## config.mk

```make
export PLATFORM = sky130hd
export DESIGN_NAME = stopwatch
export DESIGN_NICKNAME = d
export VERILOG_FILES = /design/src/rtl/stopwatch_pkg.sv /design/src/rtl/stopwatch.sv
export SDC_FILE = /design/constraint.sdc
export NUM_CORES = 1
export LEC_CHECK = 0
export CORE_MARGIN = 10
export CORE_UTILIZATION = 60
export CTS_BUF_LIST = sky130_fd_sc_hd__clkbuf_8
export CTS_CLUSTER_DIAMETER = 50
export DETAILED_ROUTE_END_ITERATION = 8
export GPL_TIMING_DRIVEN = 1
export PLACE_DENSITY = 0.87
export SYNTH_ARGS = -nofsm -noshare
export SYNTH_HDL_FRONTEND = slang
export SYNTH_SLANG_ARGS = --single-unit
```

## constraint.sdc

```tcl
create_clock -name clk -period 2.9 [get_ports clk]
set_clock_uncertainty 0.05 [all_clocks]
set_input_delay 0.58 -clock clk [delete_from_list [all_inputs] [get_ports clk]]
set_output_delay 0.58 -clock clk [all_outputs]
set_load 0.02 [all_outputs]
```

## src/rtl/stopwatch_pkg.sv

```systemverilog
// Shared definitions for the timer/stopwatch family: measurement state encoding.
package stopwatch_pkg;

    typedef enum logic [1:0] {
        IDLE    = 2'd0,
        RUNNING = 2'd1,
        REPORT  = 2'd2
    } sw_state_t;

    function automatic logic is_active(input sw_state_t s);
        return s != IDLE;
    endfunction

endpackage

```

## src/rtl/stopwatch.sv

```systemverilog
// Interval meter: counts clk cycles from a start strobe to a stop strobe and
// reports the count, or a timeout, on a valid/ready result port.
module stopwatch
    import stopwatch_pkg::*;
#(
    parameter int  TIMEOUT = 1000,
    localparam int CW      = $clog2(TIMEOUT + 1)
) (
    input  logic          clk,
    input  logic          rst_n,
    input  logic          start,
    input  logic          stop,
    output logic          busy,
    output logic [CW-1:0] result,
    output logic          result_timeout,
    output logic          result_valid,
    input  logic          result_ready
);

    localparam logic [CW-1:0] LIMIT = CW'(TIMEOUT);

    sw_state_t     state, state_next;
    logic [CW-1:0] count, count_next;
    logic [CW-1:0] result_next;
    logic          timeout_next;
    logic          valid_next;

    always_comb begin
        // NOTE: every output of this block gets a default first, so no path
        // leaves a variable unassigned and no latch is inferred.
        state_next   = state;
        count_next   = count;
        result_next  = result;
        timeout_next = result_timeout;
        valid_next   = result_valid;

        unique case (state)
            IDLE: begin
                if (start) begin
                    state_next = RUNNING;
                    count_next = CW'(1);
                end
            end
            RUNNING: begin
                // stop takes priority over the limit on the same cycle
                if (stop) begin
                    result_next  = count;
                    timeout_next = 1'b0;
                    valid_next   = 1'b1;
                    state_next   = REPORT;
                end else if (count == LIMIT) begin
                    result_next  = LIMIT;
                    timeout_next = 1'b1;
                    valid_next   = 1'b1;
                    state_next   = REPORT;
                end else begin
                    count_next = count + CW'(1);
                end
            end
            REPORT: begin
                if (result_valid && result_ready) begin
                    valid_next = 1'b0;
                    count_next = '0;
                    state_next = IDLE;
                end
            end
            default: begin
                state_next = IDLE;
                count_next = '0;
                valid_next = 1'b0;
            end
        endcase
    end

    always_ff @(posedge clk) begin
        // NOTE: sequential state uses non-blocking assignments so every
        // register samples the values from before this edge.
        if (!rst_n) begin
            state          <= IDLE;
            count          <= '0;
            result         <= '0;
            result_timeout <= 1'b0;
            result_valid   <= 1'b0;
            busy           <= 1'b0;
        end else begin
            state          <= state_next;
            count          <= count_next;
            result         <= result_next;
            result_timeout <= timeout_next;
            result_valid   <= valid_next;
            busy           <= is_active(state_next);
        end
    end

endmodule

```

Word-level counts from Yosys, hierarchy flattened
Index checks and enable logic that the tools add are counted.
Operators by class
  mux-type cells: 17
  reduce and logical (&&, ||, !) cells: 7
  equality and inequality tests: 8
  bitwise gates (word level): 1
  add/sub/neg operators: 1
Operator list (number)
  $mux W10: 6
  $pmux W10 S3: 1
  $add A10 B1 Y10 const B: 1
  $eq A10 B10 Y1 const B: 1
  $mux W2: 4
  $ne A2 B2 Y1 const B: 4
  $pmux W2 S3: 1
  $mux W1: 4
  $reduce_and A4 Y1: 1
  $reduce_bool A2 Y1: 2
  $ne A3 B3 Y1 const B: 1
  $pmux W1 S3: 1
  $reduce_and A3 Y1: 1
  $eq A2 B1 Y1 const B: 1
  $eq A2 B2 Y1 const B: 1
  $logic_not A2 Y1: 1
  $reduce_and A2 Y1: 1
  $logic_and A1 B1 Y1: 1
  $not A1 Y1: 1
Word-level totals
  bits in registers: 25
  output and inout port bits: 13

Depth between registers and ports, before layout
  word-level depth: 5
  gate-level depth with buffers: 7

Worst setup path after synthesis
OpenSTA, ideal clock, no wires.
  kind: input port to flip-flop
  start: input stop
  end: register count[9]
  setup slack: 1.266 ns
  data arrival time: 1.514 ns
  stages on the path: 3
  buffers on the path: 0
  cells stage by stage: or3b_1 or4_1 a21boi_1
On the way
  longest elaborated chain between the ends: 2
Ends and longest elaborated chain
  start, declared: RTL line stopwatch.sv:12  | input logic stop,
  $ne A2 B2 Y1 (no source line)
  $reduce_and A4 Y1 (no source line)
  end signal, assigned: RTL line stopwatch.sv:87  | count <= count_next;
  end, declared: RTL line stopwatch.sv:23  | logic [CW-1:0] count, count_next;
No other way between the ends.
A chain may end at the register's enable or synchronous reset.

Worst setup path in the final report
  start: input stop
  end: register count[4]
Same word-level chain as after synthesis.

==> out/qor.yml <==
grt_max_degree: 26
wire_per_inst_um: 16.9
rows: 16
post_cts_resized: 0
initial_utilization: 0.640
synth.distinct_cells: 45
worst-setup-path-type: "input port to register"
routed_wl_um: 2960
worst_ep_arrival_time_ns: 2.19
drv_cap: 0
status: "finished, final reports clean"
coreArea_um2: 1980
mostFrequentLayoutCell: "dfxtp_1"
syn-num-nets: 140
syn_inst: 133
clock_sink_count: 25
share_comb_of_total_power: 0.144
post_cts_buffers: 0
cts_root_buf: "clkbuf_8"
end_kind: "register"
grt_usage: 0.138
p_switching_uw: 174
fp.dieW_um: 66.0
synth_top_cell_by_area: "dfxtp_1"
cp_max_fo: 4
drive_above_1_share: 0.0811
clockBufferDepth: 2
cts_hold_buf: 0
clock.fmax_ghz: 0.496
cts_tree: "done"
seq_area_frac_synth: 0.395
num_io_pins: 18
fin_crit_sh: 0.695
area.growth.synth_to_final_pct: 17.1
synth_top_area_share: 0.395
p_leak_uw: 0.000529
stdcell_area_um2: 1480
finalPower_uw: 672
switching_share: 0.259
drt_iter0_drc: 56
dr.pass1.iters: 4
clock_latency_ns: 0.27
drv_slew: 0
cts_inserted_buffers: 3
overflow: 0
rsz0062_at_grt: "false"
grt_pass1_wl_um: 4890
clk_pin_slew_ns: 0.09
avgSynthCellArea_um2: 9.53
dieArea_um2: 4350
dp.final_hpwl_um: 2120
detail_route.drc_violations: 0
ys_warn_count: 0
setup_violations: 0
p_int_uw: 498
grt_pass1_vias: 1069
tightestPinTransition_ns: 0.667
syn_area_um2: 1270
placed_area_um2: 1440
nets: 156
worst_setup_path_start_kind: "input port"
power.share.clock: 0.309
layout_common_cells: "dfxtp_1, clkdlybuf4s50_1, o21ai_0"
required_ns: 3.07
die_h_um: 66.0
synth_ff_type: "dfxtp_1"
port_buffers: 17
ant_nets: 0
hp-class: "register to register"
ir_drop_v: 0.000313
synth_area_leaders: "dfxtp_1, o221a_1, o21ai_0, o31ai_1, o311ai_0"
antenna_found_initial: 0
synth-seq-cells: 25
max_slew_margin: 0.548
antenna_cells: 0
hold_viol: 0
vias_per_cell: 6.42
seqPwrFrac: 0.547
p_per_area_nw_per_um2: 453
dr_total_vias: 1124
min_period_ns: 2.02
synth-edff-count: 0
async_flop_share: 0
h-tree-depth: 1
place_congestion: 0.818
setup_tns_ns: 0
==> sequential cells by signal, summed over array words and instances, names as in the netlist <==
signal and count:
busy 1, count 10, result 10, result_timeout 1, result_valid 1, state 2
==> final timing paths <==
kind / from / endpoint / slack (ns) / cells after the start
max: stop / count[4] / 0.88 / 5
min: result[0] / result[0] / 0.43 / 2
max reg2reg: count[0] / count[4] / 0.97 / 6
min reg2reg: result[0] / result[0] / 0.43 / 2
==> stage by stage <==
stage	instances	util	hold WS, ns	setup slack, ns
after global placement	171	0.724	0.416	0.688
final	175	0.749	0.430	0.884
after global routing	175	0.749	0.477	0.816
after CTS	175	0.749	0.436	0.887
after detailed placement	171	0.724	0.423	0.630
after floorplan	133	-	0.419	1.27
==> power groups by stage <==
stage	clock (µW)	combinational, µW	sequential, µW
2_1_floorplan	0	58.3	379
3_3_place_gp	0	93.0	374
3_5_place_dp	0	96.0	375
4_1_cts	212	97.0	367
5_1_grt	223	105	370
6_report	208	96.7	367
==> cells in the mapped netlist (2+ instances only) <==
cell      instances
dfxtp_1          25
o21ai_0          13
nand2_1           8
nor2_1            8
o221a_1           8
o31ai_1           5
a21boi_0          4
and2_1            4
and3_1            4
inv_1             4
o311ai_0          4
a21boi_1          3
clkbuf_1          3
nand3_1           3
a21oi_1           2
buf_4             2
buf_6             2
ha_1              2
nor3b_1           2
or3b_1            2
==> cells by family after synthesis <==
| group | Yosys count | share of synthesized area |
|---|---|---|
| AO/OA/AOI/OAI | 46 | 0.278 |
| AND/OR/NAND/NOR | 46 | 0.241 |
| flip-flops | 25 | 0.395 |
| buffers and inverters | 13 | 0.0582 |
| adder cells (fa/ha/maj) | 2 | 0.0197 |
| multiplexers | 1 | 0.00790 |
==> cell type report <==
type / count / area, µm²
multi-input combinational: 95 / 693
sequential: 25 / 500
fill: 158 / 498
timing repair buffer: 20 / 193
clock buffer: 3 / 41.3
tap: 27 / 33.8
inverter: 4 / 15.0
clock inverter: 1 / 7.51
==> worst max-delay path, cell delays in order <==
cell and delay (ns):
clkdlybuf4s50_1 0.47, nor3b_1 0.34, o311ai_1 0.28, or3b_1 0.44, nand2_1 0.07
==> metal layers <==
layer  wire length (µm)  track usage  part of all wire  vias up
li1                   -            -                 -      539
met1               1210        0.154              0.41      541
met2               1510        0.242              0.51       40
met3                219       0.0390             0.074        4
met4                 31       0.0550             0.010        0
met5                  0            0                 0        -
Note: power is estimated with default switching activity, not from simulation.
